[config.mk]
export PLATFORM = sky130hd
export DESIGN_NAME = util_cpack2_timestamp
export DESIGN_NICKNAME = d
export VERILOG_FILES = /design/src/rtl/util_cpack2_timestamp_pkg.sv /design/src/rtl/util_cpack2_timestamp_fifo.sv /design/src/rtl/util_cpack2_timestamp.sv
export SDC_FILE = /design/constraint.sdc
export NUM_CORES = 2
export LEC_CHECK = 0
export ABC_AREA = 0
export CAP_MARGIN = 20
export CORE_MARGIN = 5
export CORE_UTILIZATION = 60
export CTS_CLUSTER_SIZE = 10
export DETAILED_ROUTE_END_ITERATION = 12
export PLACE_DENSITY = 0.82
export RECOVER_POWER = 25
export SLEW_MARGIN = 30
export SYNTH_ARGS = -nofsm -noshare
export SYNTH_HDL_FRONTEND = slang
export SYNTH_SLANG_ARGS = --single-unit
[constraint.sdc]
create_clock -name adc_clk -period 8.7 [get_ports adc_clk]
set_input_delay 1.305 -clock adc_clk [delete_from_list [all_inputs] [get_ports adc_clk]]
set_output_delay 1.305 -clock adc_clk [all_outputs]
set_load 0.005 [all_outputs]
[src/rtl/util_cpack2_timestamp_pkg.sv]
// Shared definitions for the RX timestamp inserter: state encodings and widths.
// Optional feature macro used by the top: UTIL_CPACK2_TS_DROP_COUNT_EN.
package util_cpack2_timestamp_pkg;

    typedef enum logic [1:0] {
        ST_IDLE        = 2'd0,
        ST_BLOCK_START = 2'd1,
        ST_IN_BLOCK    = 2'd2
    } ts_state_t;

    localparam int TS_WORD_WIDTH  = 64;
    localparam int DROP_CNT_WIDTH = 16;

endpackage

[src/rtl/util_cpack2_timestamp_fifo.sv]
// Register-array FIFO: accepts 0, 1 or 2 words per cycle, delivers 1 per cycle.
// The caller must never request more writes than free_o allows.
module util_cpack2_timestamp_fifo #(
    parameter int DATA_WIDTH = 64,
    parameter int DEPTH      = 8,
    parameter int CW         = $clog2(DEPTH) + 1
) (
    input  logic                  clk_i,
    input  logic                  rst_ni,
    input  logic                  flush_i,
    input  logic [1:0]            wr_cnt_i,
    input  logic [DATA_WIDTH-1:0] wr_data0_i,
    input  logic [DATA_WIDTH-1:0] wr_data1_i,
    input  logic                  rd_en_i,
    output logic                  valid_o,
    output logic [DATA_WIDTH-1:0] rd_data_o,
    output logic [CW-1:0]         free_o
);
    localparam int AW = $clog2(DEPTH);

    logic [DATA_WIDTH-1:0] mem_q [DEPTH];
    logic [AW-1:0]         wr_ptr_q;
    logic [AW-1:0]         rd_ptr_q;
    logic [CW-1:0]         count_q;
    logic                  rd_fire;

    assign rd_fire   = rd_en_i && (count_q != '0);
    assign valid_o   = (count_q != '0);
    assign rd_data_o = mem_q[rd_ptr_q];
    assign free_o    = CW'(DEPTH) - count_q;

    // Storage, pointers and occupancy; a flush empties the queue but keeps contents.
    always_ff @(posedge clk_i or negedge rst_ni) begin
        if (!rst_ni) begin
            for (int i = 0; i < DEPTH; i++) mem_q[i] <= '0;
            wr_ptr_q <= '0;
            rd_ptr_q <= '0;
            count_q  <= '0;
        end else if (flush_i) begin
            wr_ptr_q <= '0;
            rd_ptr_q <= '0;
            count_q  <= '0;
        end else begin
            if (wr_cnt_i != 2'd0) mem_q[wr_ptr_q] <= wr_data0_i;
            if (wr_cnt_i == 2'd2) mem_q[wr_ptr_q + AW'(1)] <= wr_data1_i;
            wr_ptr_q <= wr_ptr_q + AW'(wr_cnt_i);
            rd_ptr_q <= rd_ptr_q + AW'(rd_fire);
            count_q  <= count_q + CW'(wr_cnt_i) - CW'(rd_fire);
        end
    end

endmodule

[src/rtl/util_cpack2_timestamp.sv]
// Inserts a timestamp word ahead of every block of timestamp_every packed words
// on the cpack -> ADC DMA path. Words that do not fit in the output FIFO are dropped.
// Define UTIL_CPACK2_TS_DROP_COUNT_EN to add the saturating drop_count output.
module util_cpack2_timestamp
    import util_cpack2_timestamp_pkg::*;
#(
    parameter int DATA_WIDTH     = 64,
    parameter int FIFO_DEPTH     = 8,
    parameter int TS_EVERY_WIDTH = 32
) (
    input  logic                      adc_clk,
    input  logic                      adc_resetn,
    input  logic [TS_EVERY_WIDTH-1:0] timestamp_every,
    input  logic [TS_WORD_WIDTH-1:0]  timestamp,
    input  logic                      fifo_wr_en,
    input  logic [DATA_WIDTH-1:0]     fifo_wr_data,
    output logic                      fifo_wr_overflow,
    input  logic                      m_axis_xfer_req,
    output logic                      m_axis_valid,
    input  logic                      m_axis_ready,
    output logic [DATA_WIDTH-1:0]     m_axis_data
`ifdef UTIL_CPACK2_TS_DROP_COUNT_EN
    ,
    output logic [DROP_CNT_WIDTH-1:0] drop_count
`endif
);
    localparam int CW = $clog2(FIFO_DEPTH) + 1;

    // Output handshake: a word moves when m_axis_valid && m_axis_ready are both high.
    ts_state_t                 state_q, state_d;
    logic [TS_EVERY_WIDTH-1:0] word_cnt_q, word_cnt_d;
    logic [TS_EVERY_WIDTH-1:0] every_q, every_d;
    logic                      xfer_q;
    logic                      overflow_q;

    logic                      xfer_rise;
    logic                      active;
    logic                      at_start;
    logic                      ins_ts;
    logic [1:0]                need;
    logic                      accept;
    logic                      drop;
    logic [1:0]                wr_cnt;
    logic [CW-1:0]             free;
    logic [TS_EVERY_WIDTH-1:0] every_eff;
    logic [TS_EVERY_WIDTH-1:0] cnt_inc;

    assign xfer_rise = m_axis_xfer_req && !xfer_q;
    assign active    = m_axis_xfer_req && (state_q != ST_IDLE);
    assign at_start  = (state_q == ST_BLOCK_START);
    assign ins_ts    = at_start && (timestamp_every != '0);
    assign need      = ins_ts ? 2'd2 : 2'd1;
    // Free count is taken before this cycle's pop, so a full FIFO being drained still drops.
    assign accept    = active && fifo_wr_en && (free >= CW'(need));
    assign drop      = active && fifo_wr_en && (free < CW'(need));
    assign wr_cnt    = accept ? need : 2'd0;
    assign every_eff = at_start ? timestamp_every : every_q;
    assign cnt_inc   = at_start ? TS_EVERY_WIDTH'(1) : word_cnt_q + TS_EVERY_WIDTH'(1);

    // Next-state decode for the block sequencer and word counter.
    always_comb begin
        state_d    = state_q;
        word_cnt_d = word_cnt_q;
        every_d    = every_q;
        if (!m_axis_xfer_req) begin
            state_d    = ST_IDLE;
            word_cnt_d = '0;
        end else if (state_q == ST_IDLE) begin
            state_d    = ST_BLOCK_START;
            word_cnt_d = '0;
        end else if (drop) begin
            state_d    = ST_BLOCK_START;
            word_cnt_d = '0;
        end else if (accept) begin
            if (at_start) every_d = timestamp_every;
            if (every_eff == '0 || cnt_inc == every_eff) begin
                state_d    = ST_BLOCK_START;
                word_cnt_d = '0;
            end else begin
                state_d    = ST_IN_BLOCK;
                word_cnt_d = cnt_inc;
            end
        end
    end

    // Sequencer registers and the registered overflow pulse.
    always_ff @(posedge adc_clk or negedge adc_resetn) begin
        if (!adc_resetn) begin
            state_q    <= ST_IDLE;
            word_cnt_q <= '0;
            every_q    <= '0;
            xfer_q     <= 1'b0;
            overflow_q <= 1'b0;
        end else begin
            state_q    <= state_d;
            word_cnt_q <= word_cnt_d;
            every_q    <= every_d;
            xfer_q     <= m_axis_xfer_req;
            overflow_q <= drop;
        end
    end

    assign fifo_wr_overflow = overflow_q;

    util_cpack2_timestamp_fifo #(
        .DATA_WIDTH (DATA_WIDTH),
        .DEPTH      (FIFO_DEPTH),
        .CW         (CW)
    ) u_fifo (
        .clk_i      (adc_clk),
        .rst_ni     (adc_resetn),
        .flush_i    (state_q == ST_IDLE),
        .wr_cnt_i   (wr_cnt),
        .wr_data0_i (ins_ts ? DATA_WIDTH'(timestamp) : fifo_wr_data),
        .wr_data1_i (fifo_wr_data),
        .rd_en_i    (m_axis_ready),
        .valid_o    (m_axis_valid),
        .rd_data_o  (m_axis_data),
        .free_o     (free)
    );

`ifdef UTIL_CPACK2_TS_DROP_COUNT_EN
    logic [DROP_CNT_WIDTH-1:0] drop_cnt_q;

    // Saturating count of dropped input words, restarted at each transfer start.
    always_ff @(posedge adc_clk or negedge adc_resetn) begin
        if (!adc_resetn) begin
            drop_cnt_q <= '0;
        end else if (xfer_rise) begin
            drop_cnt_q <= '0;
        end else if (drop && drop_cnt_q != '1) begin
            drop_cnt_q <= drop_cnt_q + DROP_CNT_WIDTH'(1);
        end
    end

    assign drop_count = drop_cnt_q;
`else
    // No drop counter in this build; the transfer-start edge is only used by the counter.
    logic unused_xfer_rise;
    assign unused_xfer_rise = xfer_rise;
`endif

endmodule
---- Word-level counts from Yosys, hierarchy flattened ----
Cells that the tools add are included.
word-level totals
  bits in registers ....................... 589
  latch bits .............................. 0
  RAM bits ................................ 0
  ROM bits ................................ 0
  bits of input ports ..................... 165
  logic and storage cells ................. 84
  memories ................................ 0
operators by class
  $add $sub $neg .......................... 7
  multiply operators ...................... 0
  divide/modulo/power cells ............... 0
  $lt $le $gt $ge ......................... 7
  eq/ne operators ......................... 4
  shift operators ......................... 0
  multiplexer cells ....................... 30
  bitwise logic cells ..................... 5
  reduce and logical (&&, ||, !) cells .... 16
operator list
  kind                                                         number
  two-way mux 512 bit                                          3
  bitwise mux 512 bit                                          2
  demux 64 bit (select 3 bit)                                  2
  two-way mux 64 bit                                           5
  two-way mux 32 bit                                           7
  binary-select mux 64 bit (select 3 bit)                      1
  adder 32 x 1 -> 32 bit (second input constant)               1
  equality test 32 bit                                         1
  logical NOT 32 bit                                           1
  nonzero test 32 bit                                          1
  two-way mux 2 bit                                            7
  >= comparator 4 bit (second input constant)                  3
  NOT 3 -> 4 bit                                               3
  logical AND 1 bit                                            8
  less-than comparator 4 x 1 -> 1 bit (second input constant)  2
  two-way mux 3 bit                                            2
  adder 4 x 2 -> 4 bit                                         1
  >= comparator 4 x 2 -> 1 bit                                 1
  less-than comparator 4 x 2 -> 1 bit                          1
  two-way mux 4 bit                                            1
  != test 4 x 1 -> 1 bit (second input constant)               1
  AND reduction 4 bit                                          1
  nonzero test 2 bit                                           2
  nonzero test 4 bit                                           1
  other kinds (10)                                             11

---- Depth between registers and ports, before layout ----
  word-level depth ........................ 11
  depth in mapped cells ................... 19

---- By module ----
Synthesis repeated with hierarchy kept, for this count alone.
second synthesis, totals
  cell total of the unflattened synthesis .. 4084
  area, all modules ....................... 37708.7 um^2
modules (own cells, without submodules)
  module                      times used  cells each  area each (um^2)
  util_cpack2_timestamp_fifo  1           3463        32112.0
  util_cpack2_timestamp       1           621         5596.6

---- Worst setup path after synthesis ----
OpenSTA, ideal clock, no wires.
  path type ............................... input to register
  start ................................... in timestamp_every[5]
  end ..................................... reg u_fifo.count_q[2]
  library setup time ...................... 0.132 ns
  arrival ................................. 5.099 ns
  slack ................................... 3.469 ns
  stages .................................. 17
  cell sequence ........................... or4_1 nor3_1 nand2_1 o21ai_1 clkbuf_1 ha_1 a221oi_1 a21oi_1 clkbuf_1 and2_1 inv_1 ha_1 inv_1 ha_1 fa_1 xnor2_1 nor2_1
between the ends
  cells in the longest elaborated chain, start to end .. 9
RTL lines
  element                       RTL line                          RTL
  from (decl)                   util_cpack2_timestamp.sv:13       input logic [TS_EVERY_WIDTH-1:0] timestamp_every,
  nonzero test 32 bit *         util_cpack2_timestamp.sv:51       assign ins_ts = at_start && (timestamp_every != '0);
  logical AND 1 bit *           util_cpack2_timestamp.sv:51
  two-way mux 2 bit *           util_cpack2_timestamp.sv:52       assign need = ins_ts ? 2'd2 : 2'd1;
  >= comparator 4 x 2 -> 1 bit  util_cpack2_timestamp.sv:54       assign accept = active && fifo_wr_en && (free >= CW'(need));
  logical AND 1 bit             util_cpack2_timestamp.sv:54
  two-way mux 2 bit *           util_cpack2_timestamp.sv:56       assign wr_cnt = accept ? need : 2'd0;
  adder 4 x 2 -> 4 bit *        util_cpack2_timestamp_fifo.sv:48  count_q <= count_q + CW'(wr_cnt_i) - CW'(rd_fire);
  subtractor 4 x 1 -> 4 bit *   util_cpack2_timestamp_fifo.sv:48
  two-way mux 4 bit *           util_cpack2_timestamp_fifo.sv:39  end else if (flush_i) begin
  to (signal assigned)          util_cpack2_timestamp_fifo.sv:48
  to (decl)                     util_cpack2_timestamp_fifo.sv:24  logic [CW-1:0] count_q;
Every way passes the cells marked *; elsewhere a longest branch is shown, timed or not.
A chain may end at the register's enable or synchronous reset.

==> implementation parameters <==
Parameter                              Value

Placement
  Area after DPL ... 0.0327 mm2
  Pre-CTS setup slack ... 2.46 ns
  Final GP Congestion ... 0.959
  Post-detailed-placement half-perimeter wirelength ... 58.8 mm
  I/O Buffers ... 230

STA
  # setup viols final ... 0
  Max Slew Vio Count ... 91
  Final clock skew ... 0.0222 ns
  Final hold vios ... 0
  Final-layout worst hold slack ... 0.513 ns
  Share of the clock period used by the worst path ... 0.697
  Setup repair after global routing missed its margin ... false
  Highest clock frequency the design can meet ... 0.165 GHz
  Total Neg Setup Slack ... 0 ns
  Max_slew headroom ... -2.56
  Final setup slack of the worst path ... 2.64 ns
  Post-route minimum period ... 6.06 ns
  Pin slew with the least headroom to its limit ... 5.34 ns

Yosys
  Synthesized flop and latch total ... 589
  Basic-gate share of the synthesized area counting and, or, nand and nor cells ... 0.179
  Syn Nets ... 3,367
  Synth Area in Compound Gates ... 0.125
  Share of cell area taken by muxes after synthesis ... 0.132
  Synthesized-area fraction occupied by adder cells ... 0.00712
  Synth Area in XOR/XNOR ... 0.0196
  Synth Area per Inst ... 9.48 um2
  Gate count of the mapped netlist ... 3,186
  Cell Area, Synth ... 0.0302 mm2
  Post-synth cell types ... 63
  Count of flip-flops with a built-in enable after synthesis ... 0
  Combinational family with the most area after synthesis ... simple AND/OR/NAND/NOR gates
  Count of warnings emitted by yosys ... 0
  FFs w/ async S/R, synth ... 1.00
  Portion of the post-synthesis area used by sequential elements ... 0.488
  Most frequently used flop master after synthesis ... sky130_fd_sc_hd__dfrtp_1

Status
  Violated checks ... max-capacitance violations, max-slew violations
  Status ... complete, but fails checks

Hold path
  Hold crit path type ... reg -> reg
  Hold Path End ... u_fifo.mem_q[360]
  Worst Min Path Start ... u_fifo.mem_q[360]
  WHS Path Cells ... 2

Final layout
  Final-layout fill cell count ... 3,558
  Final #Nets ... 3,373
  Area of all placed cells without fillers ... 0.0348 mm2
  Layout cell share with drive strength beyond 1 ... 0.123
  Area growth from synthesis to layout ... 15.3%

Critical path
  Critical path data required time ... 9.36 ns
  Ordered list of cells on the worst path ... clkbuf_1 > buf_4 > buf_6
  Number of buffer and inverter stages on the critical path ... 3
  Worst stage delay on the critical path ... 3.67 ns
  Family with the most delay on the worst path ... buffers and inverters
  Arr. time, crit path ... 6.72 ns
  Depth of the most critical reg-to-reg path ... 10
  Type of the worst setup path ... in -> async
  Maximum fanout along the worst path ... 90
  Setup slack on the worst flop-to-flop path ... 3.67 ns
  R2r endpoint ... word_cnt_q[5]
  R2r startpoint ... word_cnt_q[0]
  Cell with the biggest individual delay on the critical path ... sky130_fd_sc_hd__clkbuf_1
  Element type at the critical path start ... input pin
  Crit. End Element ... async pin

Global route
  Gr usage total ... 0.364
  Initial antenna violation count ... 16
  Pin count of the biggest net entering global routing ... 183
  Remaining global-route overflow ... 0
  First-pass GRT wire length ... 156 mm
  Vias in the first global route ... 27,726

Drt
  Avg WL per Cell ... 26.2 um
  Via-to-Cell Ratio ... 7.06
  Detailed Route Iter0 Violations ... 4,342
  Via total after detailed routing ... 27,483
  Antenna Violating Nets Remaining ... 0
  Residual DRC count ... 0
  Router iterations before antenna repair ... 6
  Post-detailed-routing wire length ... 102 mm

Clock tree
  TritonCTS clock tree ... built
  Clock network latency to the later pin of the worst-skew pair ... 0.61 ns
  Cell at the root of the clock tree ... sky130_fd_sc_hd__clkbuf_16
  Clock Sinks ... 589
  Number of CTS-inserted buffers ... 70
  Number of buffers inserted to repair setup after CTS ... 0
  Maximum root-to-sink buffer count ... 3
  Hold_buf cts ... 0
  Total number of H-tree levels ... 3
  Count of instances resized after the clock tree is built ... 0
  Reg clk slew, reported paths ... 0.05 ns

Power
  Switching power of the nets ... 3.11 mW
  Comb power frac ... 0.320
  Overall Power ... 9.58 mW
  Total internal power ... 6.47 mW
  Sw Share ... 0.325
  Worst IR Drop VDD ... 0.233 mV
  Portion of total power attributed to sequential cells ... 0.404
  Power density relative to cell area ... 275 mW/mm2
  Leakage ... 15.5 nW
  Clock network power share ... 0.276

Die
  Initial core utilization ... 0.605
  I/O pin count ... 231
  FP Rows ... 82
  Area enclosed by the die boundary ... 0.0550 mm2
  Vertical die dimension ... 234 um
  Die Width ... 234 um
  Area of the core ... 0.0500 mm2

Flow run
  Count of max-cap constraint violations ... 1
==> cell usage after synthesis, drive strengths merged, types with 11 or more instances <==
cell type,number,area [um2]
a21oi,20,111
and3,11,68.8
buf,35,158
clkbuf,316,1260
dfrtp,589,14700
ha,14,175
inv,22,82.6
mux2,94,1060
mux4,128,2880
nand2,45,169
nand3,30,150
nand4,21,131
nor2,1086,4080
nor3,31,155
nor4,38,253
o21ai,23,115
o22ai,512,3200
xnor2,41,359
xor2,24,210
==> per-layer routing <==
| metal | up-vias | GRT usage | part of all wire |
|---|---|---|---|
| met4 | 10 | 0.179 | 0.052 |
| met5 | - | 0 | 0.00082 |
| met2 | 2259 | 0.561 | 0.46 |
| met1 | 13471 | 0.474 | 0.36 |
| met3 | 493 | 0.111 | 0.13 |
| li1 | 11250 | - | - |
==> power by group through the flow <==
stage | Clock, mW | Combinational, mW | Sequential [mW]
4_1_cts | 2.65 | 3.04 | 3.84
5_1_grt | 2.76 | 3.31 | 3.92
2_1_floorplan | 0 | 1.91 | 3.68
6_report | 2.64 | 3.07 | 3.87
3_5_place_dp | 0 | 3.01 | 3.87
3_3_place_gp | 0 | 2.85 | 3.85
==> state kept, by name (all words and copies together), names as in the netlist <==
register / flops
word_cnt_q: 32
fifo_wr_overflow: 1
u_fifo.rd_ptr_q: 3
u_fifo.count_q: 4
u_fifo.mem_q: 512
u_fifo.wr_ptr_q: 3
every_q: 32
state_q: 2
==> through the flow <==
stage,cells,utilization
floorplan,3186,-
global placement,3780,0.651
detailed placement,3788,0.655
CTS,3875,0.694
global route,3884,0.697
finish,3891,0.697
==> layout by cell type (no fill, tap or decap), drive strengths merged, types with 3 or more instances in the layout <==
master	count
a21o	4
o21ai	23
nor2	1086
mux4	128
buf	55
a32o	3
and3	11
clkdlybuf4s50	229
inv	25
o22ai	512
o211ai	7
nand2	45
mux2	94
diode	12
nor3b	7
or3	9
nor3	31
o21a	5
nand3	30
nand4	21
ha	14
mux2i	4
and2	10
xor2	24
a21oi	20
and4	4
clkbuf	84
or4	10
a31oi	3
nor2b	9
nor4	38
xnor2	41
dfrtp	589
==> cell families after synthesis <==
kind of cell	Yosys count
XOR/XNOR	66
adder cells (fa/ha/maj)	16
AO/OA/AOI/OAI	597
flip-flops	589
AND/OR/NAND/NOR	1318
multiplexers	226
buffers and inverters	374
==> worst max path at each step <==
stage                       start                end  slack [ns]  depth (start not counted)
2_1_floorplan  timestamp_every[5]  u_fifo.count_q[2]        3.47                         17
3_3_place_gp   timestamp_every[9]  u_fifo.mem_q[167]        2.73                         16
3_5_place_dp   timestamp_every[9]  u_fifo.mem_q[176]        2.46                         16
4_1_cts        timestamp_every[9]  u_fifo.mem_q[174]        3.05                         16
5_1_grt                adc_resetn   u_fifo.mem_q[24]        1.62                          3
6_report               adc_resetn  u_fifo.mem_q[278]        2.64                          3
==> layout make-up <==
class / count / area [um2] / area share
diodes: 12 / 30.0 / 0.000862
clock inverters: 4 / 53.8 / 0.00154
flip-flops and latches: 589 / 14800 / 0.423
well taps: 672 / 841 / 0.0241
inverters: 23 / 86.3 / 0.00248
clock buffers: 83 / 1890 / 0.0543
repair buffers: 285 / 3020 / 0.0867
multi-input cells: 2223 / 14200 / 0.406
==> tightest hold or removal path, delay by kind of cell, from the launching register on <==
kind             cells  cell delay, ns
AO/OA/AOI/OAI        1            0.06
flip-flops           1            0.34
AND/OR/NAND/NOR      1            0.07
No activity file was read; power rests on OpenSTA's default activity.
